===== config.mk =====
export PLATFORM = sky130hd
export DESIGN_NAME = ifetch
export DESIGN_NICKNAME = d
export VERILOG_FILES = /design/src/rtl/ifetch.sv
export SDC_FILE = /design/constraint.sdc
export NUM_CORES = 1
export LEC_CHECK = 0
export ABC_AREA = 0
export CAP_MARGIN = 20
export CORE_MARGIN = 2
export CORE_UTILIZATION = 53
export CTS_CLUSTER_DIAMETER = 200
export CTS_CLUSTER_SIZE = 16
export DETAILED_ROUTE_END_ITERATION = 7
export HOLD_SLACK_MARGIN = 0.12
export PLACE_DENSITY = 0.79
export SYNTH_ARGS = -nofsm -noshare
export SYNTH_HDL_FRONTEND = slang
export SYNTH_SLANG_ARGS = --single-unit

===== constraint.sdc =====
create_clock -name clk -period 4.5 [get_ports clk]
set_clock_uncertainty 0.1 [all_clocks]
set_input_delay 0.45 -clock clk [delete_from_list [all_inputs] [get_ports clk]]
set_output_delay 0.45 -clock clk [all_outputs]
set_load 0.01 [all_outputs]

===== src/rtl/ifetch.sv =====
// tinyriscv instruction fetch stage; optional misaligned-target fault via IFETCH_MISALIGN_EN.

// Generic in-order FIFO with synchronous flush and occupancy count.
// Latency: a push is visible at the head on the next cycle.
// Backpressure: none internally; the caller must not push when full or pop when empty.
module ifetch_fifo #(
    parameter int WIDTH = 32,
    parameter int DEPTH = 4
) (
    input  logic                     clk,
    input  logic                     rst_n,
    input  logic                     flush,
    input  logic                     push_vld,
    input  logic [WIDTH-1:0]         push_dat,
    input  logic                     pop_vld,
    output logic [WIDTH-1:0]         head_dat,
    output logic [$clog2(DEPTH):0]   count
);
    localparam int AW = $clog2(DEPTH);

    logic [WIDTH-1:0] mem [DEPTH];
    logic [AW-1:0]    wr_ptr;
    logic [AW-1:0]    rd_ptr;

    assign head_dat = mem[rd_ptr];

    always_ff @(posedge clk) begin
        if (!rst_n) begin
            wr_ptr <= '0;
            rd_ptr <= '0;
            count  <= '0;
            for (int i = 0; i < DEPTH; i++) begin
                mem[i] <= '0;
            end
        end else if (flush) begin
            wr_ptr <= '0;
            rd_ptr <= '0;
            count  <= '0;
        end else begin
            if (push_vld) begin
                mem[wr_ptr] <= push_dat;
                wr_ptr      <= wr_ptr + 1'b1;
            end
            if (pop_vld) begin
                rd_ptr <= rd_ptr + 1'b1;
            end
            case ({push_vld, pop_vld})
                2'b10:   count <= count + 1'b1;
                2'b01:   count <= count - 1'b1;
                default: count <= count;
            endcase
        end
    end
endmodule

// Fetch stage: owns the PC, issues word fetches, buffers responses, hands them to decode.
// Latency: imem_rvalid in cycle N gives inst_valid in N+1; redirect restarts fetch the next cycle.
// Backpressure: inst_ready low fills the buffer, then imem_req drops once buffer + in-flight reach FIFO_DEPTH.
module ifetch #(
    parameter logic [31:0] RESET_PC   = 32'h0000_0000,
    parameter int          FIFO_DEPTH = 4
) (
    input  logic        clk,
    input  logic        rst_n,
    output logic        imem_req,
    output logic [31:0] imem_addr,
    input  logic        imem_gnt,
    input  logic        imem_rvalid,
    input  logic [31:0] imem_rdata,
    input  logic        redirect_valid,
    input  logic [31:0] redirect_pc,
    output logic        inst_valid,
    output logic [31:0] inst,
    output logic [31:0] inst_pc,
    output logic        inst_fault,
    input  logic        inst_ready
);
    localparam int             CW      = $clog2(FIFO_DEPTH) + 1;
    localparam logic [CW:0]    DEPTH_W = (CW+1)'(FIFO_DEPTH);
    localparam logic [31:0]    NOP     = 32'h0000_0013;

    logic [31:0]   pc;
    logic [31:0]   head_pc;
    logic [31:0]   head_dat;
    logic [31:0]   head_target;
    logic [CW-1:0] count;
    logic [CW-1:0] outstanding;
    logic [CW-1:0] outstanding_nxt;
    logic [CW-1:0] discard;
    logic [CW:0]   credit_used;
    logic          run_q;
    logic          fault;
    logic          target_misaligned;
    logic          grant;
    logic          drop;
    logic          push;
    logic          pop;

`ifdef IFETCH_MISALIGN_EN
    assign target_misaligned = |redirect_pc[1:0];

    // Sticky until the next redirect; pops never clear it.
    always_ff @(posedge clk) begin
        if (!rst_n) begin
            fault <= 1'b0;
        end else if (redirect_valid) begin
            fault <= target_misaligned;
        end
    end
`else
    logic unused_redirect_lsb;
    assign unused_redirect_lsb = ^redirect_pc[1:0];
    assign target_misaligned   = 1'b0;
    assign fault               = 1'b0;
`endif

    always_comb begin
        credit_used     = {1'b0, count} + {1'b0, outstanding};
        // rst_n gates the request combinationally; run_q holds it off for the release cycle.
        imem_req        = rst_n && run_q && !fault && (credit_used < DEPTH_W);
        imem_addr       = pc;
        grant           = imem_req && imem_gnt;
        outstanding_nxt = outstanding + CW'(grant) - CW'(imem_rvalid);
        drop            = imem_rvalid && (discard != '0);
        push            = imem_rvalid && !drop && !redirect_valid;
        pop             = (count != '0) && inst_ready && !redirect_valid;
        head_target     = target_misaligned ? redirect_pc : {redirect_pc[31:2], 2'b00};
        inst_valid      = fault || (count != '0);
        inst            = fault ? NOP : head_dat;
        inst_pc         = head_pc;
        inst_fault      = fault;
    end

    always_ff @(posedge clk) begin
        if (!rst_n) begin
            pc          <= RESET_PC;
            head_pc     <= RESET_PC;
            outstanding <= '0;
            discard     <= '0;
            run_q       <= 1'b0;
        end else begin
            run_q       <= 1'b1;
            outstanding <= outstanding_nxt;
            if (redirect_valid) begin
                // Everything still in flight after this cycle belongs to the old path.
                pc      <= {redirect_pc[31:2], 2'b00};
                head_pc <= head_target;
                discard <= outstanding_nxt;
            end else begin
                if (grant) begin
                    pc <= pc + 32'd4;
                end
                if (pop) begin
                    head_pc <= head_pc + 32'd4;
                end
                if (drop) begin
                    discard <= discard - 1'b1;
                end
            end
        end
    end

    ifetch_fifo #(
        .WIDTH (32),
        .DEPTH (FIFO_DEPTH)
    ) u_fifo (
        .clk      (clk),
        .rst_n    (rst_n),
        .flush    (redirect_valid),
        .push_vld (push),
        .push_dat (imem_rdata),
        .pop_vld  (pop),
        .head_dat (head_dat),
        .count    (count)
    );
endmodule

### Word-level counts from Yosys, hierarchy flattened

Memory sizes are Yosys's and may differ from the RTL's. A register that Yosys moved wholly into a read port is not among the register bits.
Index checks and enable logic that the tools add are counted.

| operators by class | value |
|---|---|
| reductions and logical operators | 18 |
| equal/unequal tests | 2 |
| muxes and demuxes | 18 |
| add/sub/neg operators | 10 |
| magnitude comparators | 1 |
| bitwise logic cells | 1 |

Operator list:

| kind | number |
|---|---|
| 32-bit 2-to-1 mux | 5 |
| 32-bit by 3-bit adder with 32-bit output (second input constant) | 2 |
| 32-bit OR reduction | 1 |
| 1-bit logical AND | 8 |
| 2-bit nonzero test | 4 |
| 1-bit 2-to-1 mux | 7 |
| 2-bit 2-to-1 mux | 3 |
| 3-bit 2-to-1 mux | 2 |
| 3-bit one-hot mux with 2 select lines | 1 |
| 3-bit nonzero test | 2 |
| 3-bit by 1-bit subtractor with 3-bit output (second input constant) | 2 |
| 2-bit by 1-bit adder with 2-bit output (second input constant) | 2 |
| 3-bit by 3-bit adder with 4-bit output | 1 |
| 4-bit by 3-bit < comparator with 1-bit output (second input constant) | 1 |
| 3-bit by 1-bit adder with 3-bit output | 1 |
| 3-bit by 1-bit adder with 3-bit output (second input constant) | 1 |
| 3-bit by 1-bit subtractor with 3-bit output | 1 |
| 2-bit by 1-bit == test with 1-bit output (second input constant) | 1 |
| 2-bit == test (second input constant) | 1 |
| 1-bit logical NOT | 2 |
| 2-bit OR reduction | 1 |
| 1-bit inverter | 1 |

| word-level totals | value |
|---|---|
| memories | 1 |
| logic and storage cells | 61 |
| bits in writable memories | 128 |
| output and inout port bits | 99 |
| input port bits | 70 |
| flip-flop bits (word level) | 78 |

Memories:

| memory | depth | bits a word | rd ports | clocked after Yosys merged registers in | write ports | RTL line | source |
|---|---|---|---|---|---|---|---|
| u_fifo.mem | 4 | 32 | 1 | 1 | 4 | 21 | `logic [WIDTH-1:0] mem [DEPTH];` |

### Logic depth before layout (Yosys ltp)

| depth | value |
|---|---|
| word-level depth | 11 |
| gate-level depth with buffers | 11 |
| depth with buffers taken out | 11 |

### By module

A second synthesis with hierarchy kept.

| second synthesis, totals | value |
|---|---|
| cells, all modules | 817 |
| area, all modules | 9360.2 um2 |

Modules (own cells, without submodules):

| module | cells an instance | seq. area each (um2) | area an instance (um2) | times used |
|---|---|---|---|---|
| ifetch_fifo | 392 | 4023.9 | 5741.8 | 1 |
| ifetch | 425 | 1341.3 | 3618.5 | 1 |

### Worst setup path before layout

No wires, ideal clock.

| timing | value |
|---|---|
| kind | input to register |
| start | input port redirect_valid |
| end | memory u_fifo.mem[0][0], enable pin |
| setup time | 0.470 ns |
| buffers on the path | 1 |
| stages on the path | 4 |
| data required time | 3.930 ns |
| arrival time | 3.330 ns |
| slack | 0.600 ns |
| cell sequence | buf_2 and3b_1 inv_1 o31ai_1 |

RTL lines:

| element | RTL line | source |
|---|---|---|
| from (decl) | 70 | `input logic redirect_valid,` |
| to (decl) | 21 |  |

==> impl.org <==
** Clock tree
- Buffers added to address setup during post-CTS repair amount to 0.
- TritonCTS built the clock tree.
- In this run the number of H-tree levels came out at 1.
- Counting along the longest clock path gives a buffer depth of 3.
- The number of hold buffers added after CTS was 0.
- Number of resized instances in the post-cts repair step :: 0
- Clock tree synthesis inserted a total of 16 buffers.
- Register clock-pin slew on the reported worst setup and hold paths :: 0.07 ns
- Cell at the root of the clock tree :: sky130_fd_sc_hd__clkbuf_16
- CTS saw 204 sinks.
- The later pin in the worst-skew pair is clocked with a latency of 0.47 ns.

** Synthesis
- The average instance in the mapped netlist occupies 12.0 sq um.
- In the synthesized netlist, the cells that appear most often are 137 x sky130_fd_sc_hd__and2_1, 128 x sky130_fd_sc_hd__edfxtp_1, 76 x sky130_fd_sc_hd__dfxtp_1.
- Most instantiated library cell after synthesis :: sky130_fd_sc_hd__and2_1
- After synthesis, the share of flip-flops with an asynchronous set or reset is 0%.
- In the post-synthesis netlist, the biggest area contributors are sky130_fd_sc_hd__edfxtp_1 40%, sky130_fd_sc_hd__dfxtp_1 16%, sky130_fd_sc_hd__and2_1 8.8%.
- For this run, the leading register cell type out of synthesis is sky130_fd_sc_hd__edfxtp_1.
- Number of flops mapped to enable cells by yosys :: 128
- The number of different library cells used by synthesis comes to 51.
- The biggest area contributor in the post-synthesis netlist is sky130_fd_sc_hd__edfxtp_1.
- Synthesis produced 812 cells.
- Yosys printed 0 warnings.
- Summing every instance area after synthesis gives 0.00971 sq mm.
- Sequential cells were found to cover 55.3% of the synthesized design area.
- Counting flops and latches in the post-synthesis netlist gives 204.
- In this run the biggest area consumer among cell types represents 39.6% of the synthesized area.

** Pwr
- In this run the power density over the cells is 347 mW/mm^2.
- Across the VDD grid, the largest voltage drop is 0.290 mV.
- Leak pwr :: 4.17 nW
- The design draws 4.16 mW.

** Global routing
- Via count of the first global-routing pass :: 6970
- Global-route wire length before repair :: 36.7 mm
- Entering global routing, the biggest net connects 49 pins.
- Summed over all layers, the global routing overflow is 0.
- Global Route Usage Sum :: 23.3%
- The number of antenna violations at the first check in global routing came to 0.

** Layout
- Post-layout nets :: 1033
- Antenna diodes :: 0
- Counting the fill cells in the layout gives 1312.
- Post-layout utilization of the core :: 66.7%
- In the final layout, flip-flops and latches occupy 0.00537 sq mm.
- Post-synthesis to final-layout area growth :: 23.5%
- Cells with a size suffix above 1 make up 8.43% of the layout.
- Multi-input combinational cell area :: 0.00407 sq mm

** Timing
- Setup repair after global routing left no endpoint under its margin.
- Final period demand of the worst path :: 3.28 ns
- Relative slew margins :: 40.7%
- Highest clock frequency the design can meet :: 0.305 GHz
- In the finished design, the share of the clock period the worst path needs comes to 73.0%.
- Setup slack closes at 1.22 ns.
- Final Max Tran Viols :: 0
- Setup-violating endpoint count in the final report :: 0
- At the pin with the least slew margin, the transition time is 0.890 ns.
- Adding up every negative setup slack in the final design gives 0 ns.
- The total count of hold-check failures in the final report was 0.

** Die
- Top-Level Pins :: 169
- Die Area :: 0.0194 sq mm
- The floorplan has 49 rows.
- Die outline width :: 139 um
- The initial utilization of the core area, before any placement, comes to 54.0%.
- The region available for standard cell placement spans 0.0180 sq mm.
- Die Y :: 139 um

** Setup path
- End of the worst register-to-register path :: discard[2]
- CP Launch Type :: register
- The number of cells on the worst reg-to-reg path is 11.
- At the worst endpoint, the required time is 3.95 ns.
- Setup slack of the most critical reg-to-reg path :: 1.29 ns
- Biggest fanout along the worst timing path :: 20
- Worst flop-to-flop path startpoint :: u_fifo.count[2]
- Data arrival time of the worst path :: 2.73 ns
- The most critical setup path has its endpoint at inst[22].
- The worst setup path is captured at a primary output.
- The setup path with the least slack is of type register to primary output.

** Hold path
- Path class of the lowest-slack min-delay path :: register to register

** Run
- Max-Cap Viols :: 0

** Detailed routing
- Met2 WL :: 11.5 mm
- The detailed router put a total of 9.36 mm of wire on met1.
- Wirelength, routed :: 23.0 mm
- Via count :: 7081
- Count of nets left with antenna violations after detail routing :: 0
- Dividing the detail-routed via count by the number of cells gives 5.95.
- In the detailed route, the total length drawn on met3 is 1.63 mm.
- Iter 0 DRT Violations :: 384
- Signal routing reaches up to met4.
- DRC Markers :: 0
- First-pass iteration count of the detailed router :: 5
- Dividing the detail-routed wire length by the instance count gives 19.4 um.

** Placed design
- Estimated wirelength of the detail-placed design :: 15.3 mm
- Number of port buffers :: 161
- Before CTS, the worst setup slack after placement is 0.981 ns.
- Routability congestion estimate :: 0.834

** Status
- The flow ran to the end, and the final reports show no timing, DRC or antenna violations.
## how the worst min path moves through the flow
stage / from / to / cells past startpoint
2_1_floorplan: rst_n / run_q / 0
3_3_place_gp: inst_pc[21] / inst_pc[21] / 2
3_5_place_dp: u_fifo.rd_ptr[1] / register / 2
4_1_cts: inst_pc[21] / inst_pc[21] / 2
5_1_grt: inst_pc[11] / inst_pc[11] / 2
6_report: inst_pc[21] / inst_pc[21] / 2
## state kept, by name (all words and copies together), names as in the netlist, 2 cells and up, named ones only
name	count
imem_addr	30
outstanding	3
inst_pc	30
u_fifo.mem	128
u_fifo.rd_ptr	2
u_fifo.count	3
u_fifo.wr_ptr	2
discard	3
## layer usage
metal	up-vias	global-route usage (%)
met4	0	7.12
met3	38	3.85
met5	-	0
met2	257	40.2
li1	3358	-
met1	3428	30.5
## critical path, stage by stage, from the launching register on
cell	delay [ns]
sky130_fd_sc_hd__dfxtp_2	0.80
sky130_fd_sc_hd__buf_4	0.40
sky130_fd_sc_hd__mux4_2	0.56
sky130_fd_sc_hd__clkdlybuf4s50_1	0.49
## stage by stage
step                instances  instance area [sq um]  hold WS, ns
finish                   1190                  12000        0.433
global route             1190                  12000        0.461
CTS                      1190                  12000        0.434
detailed placement       1163                  11500        0.418
global placement         1163                  11500        0.405
floorplan                 816                   9720        0.378
## placed cells by master, fill, tap and decap left out, types with 3 or more instances in the layout
cell type                         instances
sky130_fd_sc_hd__nor3_1                   4
sky130_fd_sc_hd__a21oi_1                 17
sky130_fd_sc_hd__nor4_1                  15
sky130_fd_sc_hd__nand2b_1                 9
sky130_fd_sc_hd__clkbuf_1                 9
sky130_fd_sc_hd__conb_1                   5
sky130_fd_sc_hd__edfxtp_1               128
sky130_fd_sc_hd__nand4_2                  3
sky130_fd_sc_hd__or3_1                   10
sky130_fd_sc_hd__o31a_1                   7
sky130_fd_sc_hd__o21ai_0                 34
sky130_fd_sc_hd__a21o_1                   3
sky130_fd_sc_hd__and2_1                 137
sky130_fd_sc_hd__or4_1                   19
sky130_fd_sc_hd__buf_4                   15
sky130_fd_sc_hd__xor2_1                  14
sky130_fd_sc_hd__xnor2_1                  6
sky130_fd_sc_hd__nand2_1                 32
sky130_fd_sc_hd__ha_1                     9
sky130_fd_sc_hd__o31ai_1                 18
sky130_fd_sc_hd__clkbuf_16               17
sky130_fd_sc_hd__nand3_1                 22
sky130_fd_sc_hd__dfxtp_1                 75
sky130_fd_sc_hd__inv_1                   15
sky130_fd_sc_hd__mux4_2                  32
sky130_fd_sc_hd__a211oi_1                15
sky130_fd_sc_hd__nand4_1                 20
sky130_fd_sc_hd__and4_1                  13
sky130_fd_sc_hd__o311a_1                 11
sky130_fd_sc_hd__clkdlybuf4s50_1        160
sky130_fd_sc_hd__nor2b_1                  4
sky130_fd_sc_hd__nor2_1                  21
sky130_fd_sc_hd__a31oi_1                 26
sky130_fd_sc_hd__and3_1                   4
## cell type report
cell class	count	area share, %
inverter	16	0.501
timing repair buffer	176	14.3
tap	229	2.39
sequential	204	44.8
clock inverter	1	0.250
multi-input combinational	538	33.9
clock buffer	26	3.83
## kinds of logic after synthesis
kind of cell    count (synthesis)  share of synthesized area, %
compound gates                143                          9.77
xor+xnor                       20                          1.80
fa+ha+maj                      11                          1.57
buf+inv                        74                          3.29
flops                         204                          55.3
mux                            34                          7.63
other cells                     1                        0.0386
simple gates                  325                          20.6
## report_power, final
| part | switching (mW) | internal, mW | total, mW |
|---|---|---|---|
| clock network | 0.624 | 0.758 | 1.38 |
| registers | 0.0882 | 2.11 | 2.20 |
| logic | 0.272 | 0.308 | 0.580 |
(Power assumes the default switching activity.)
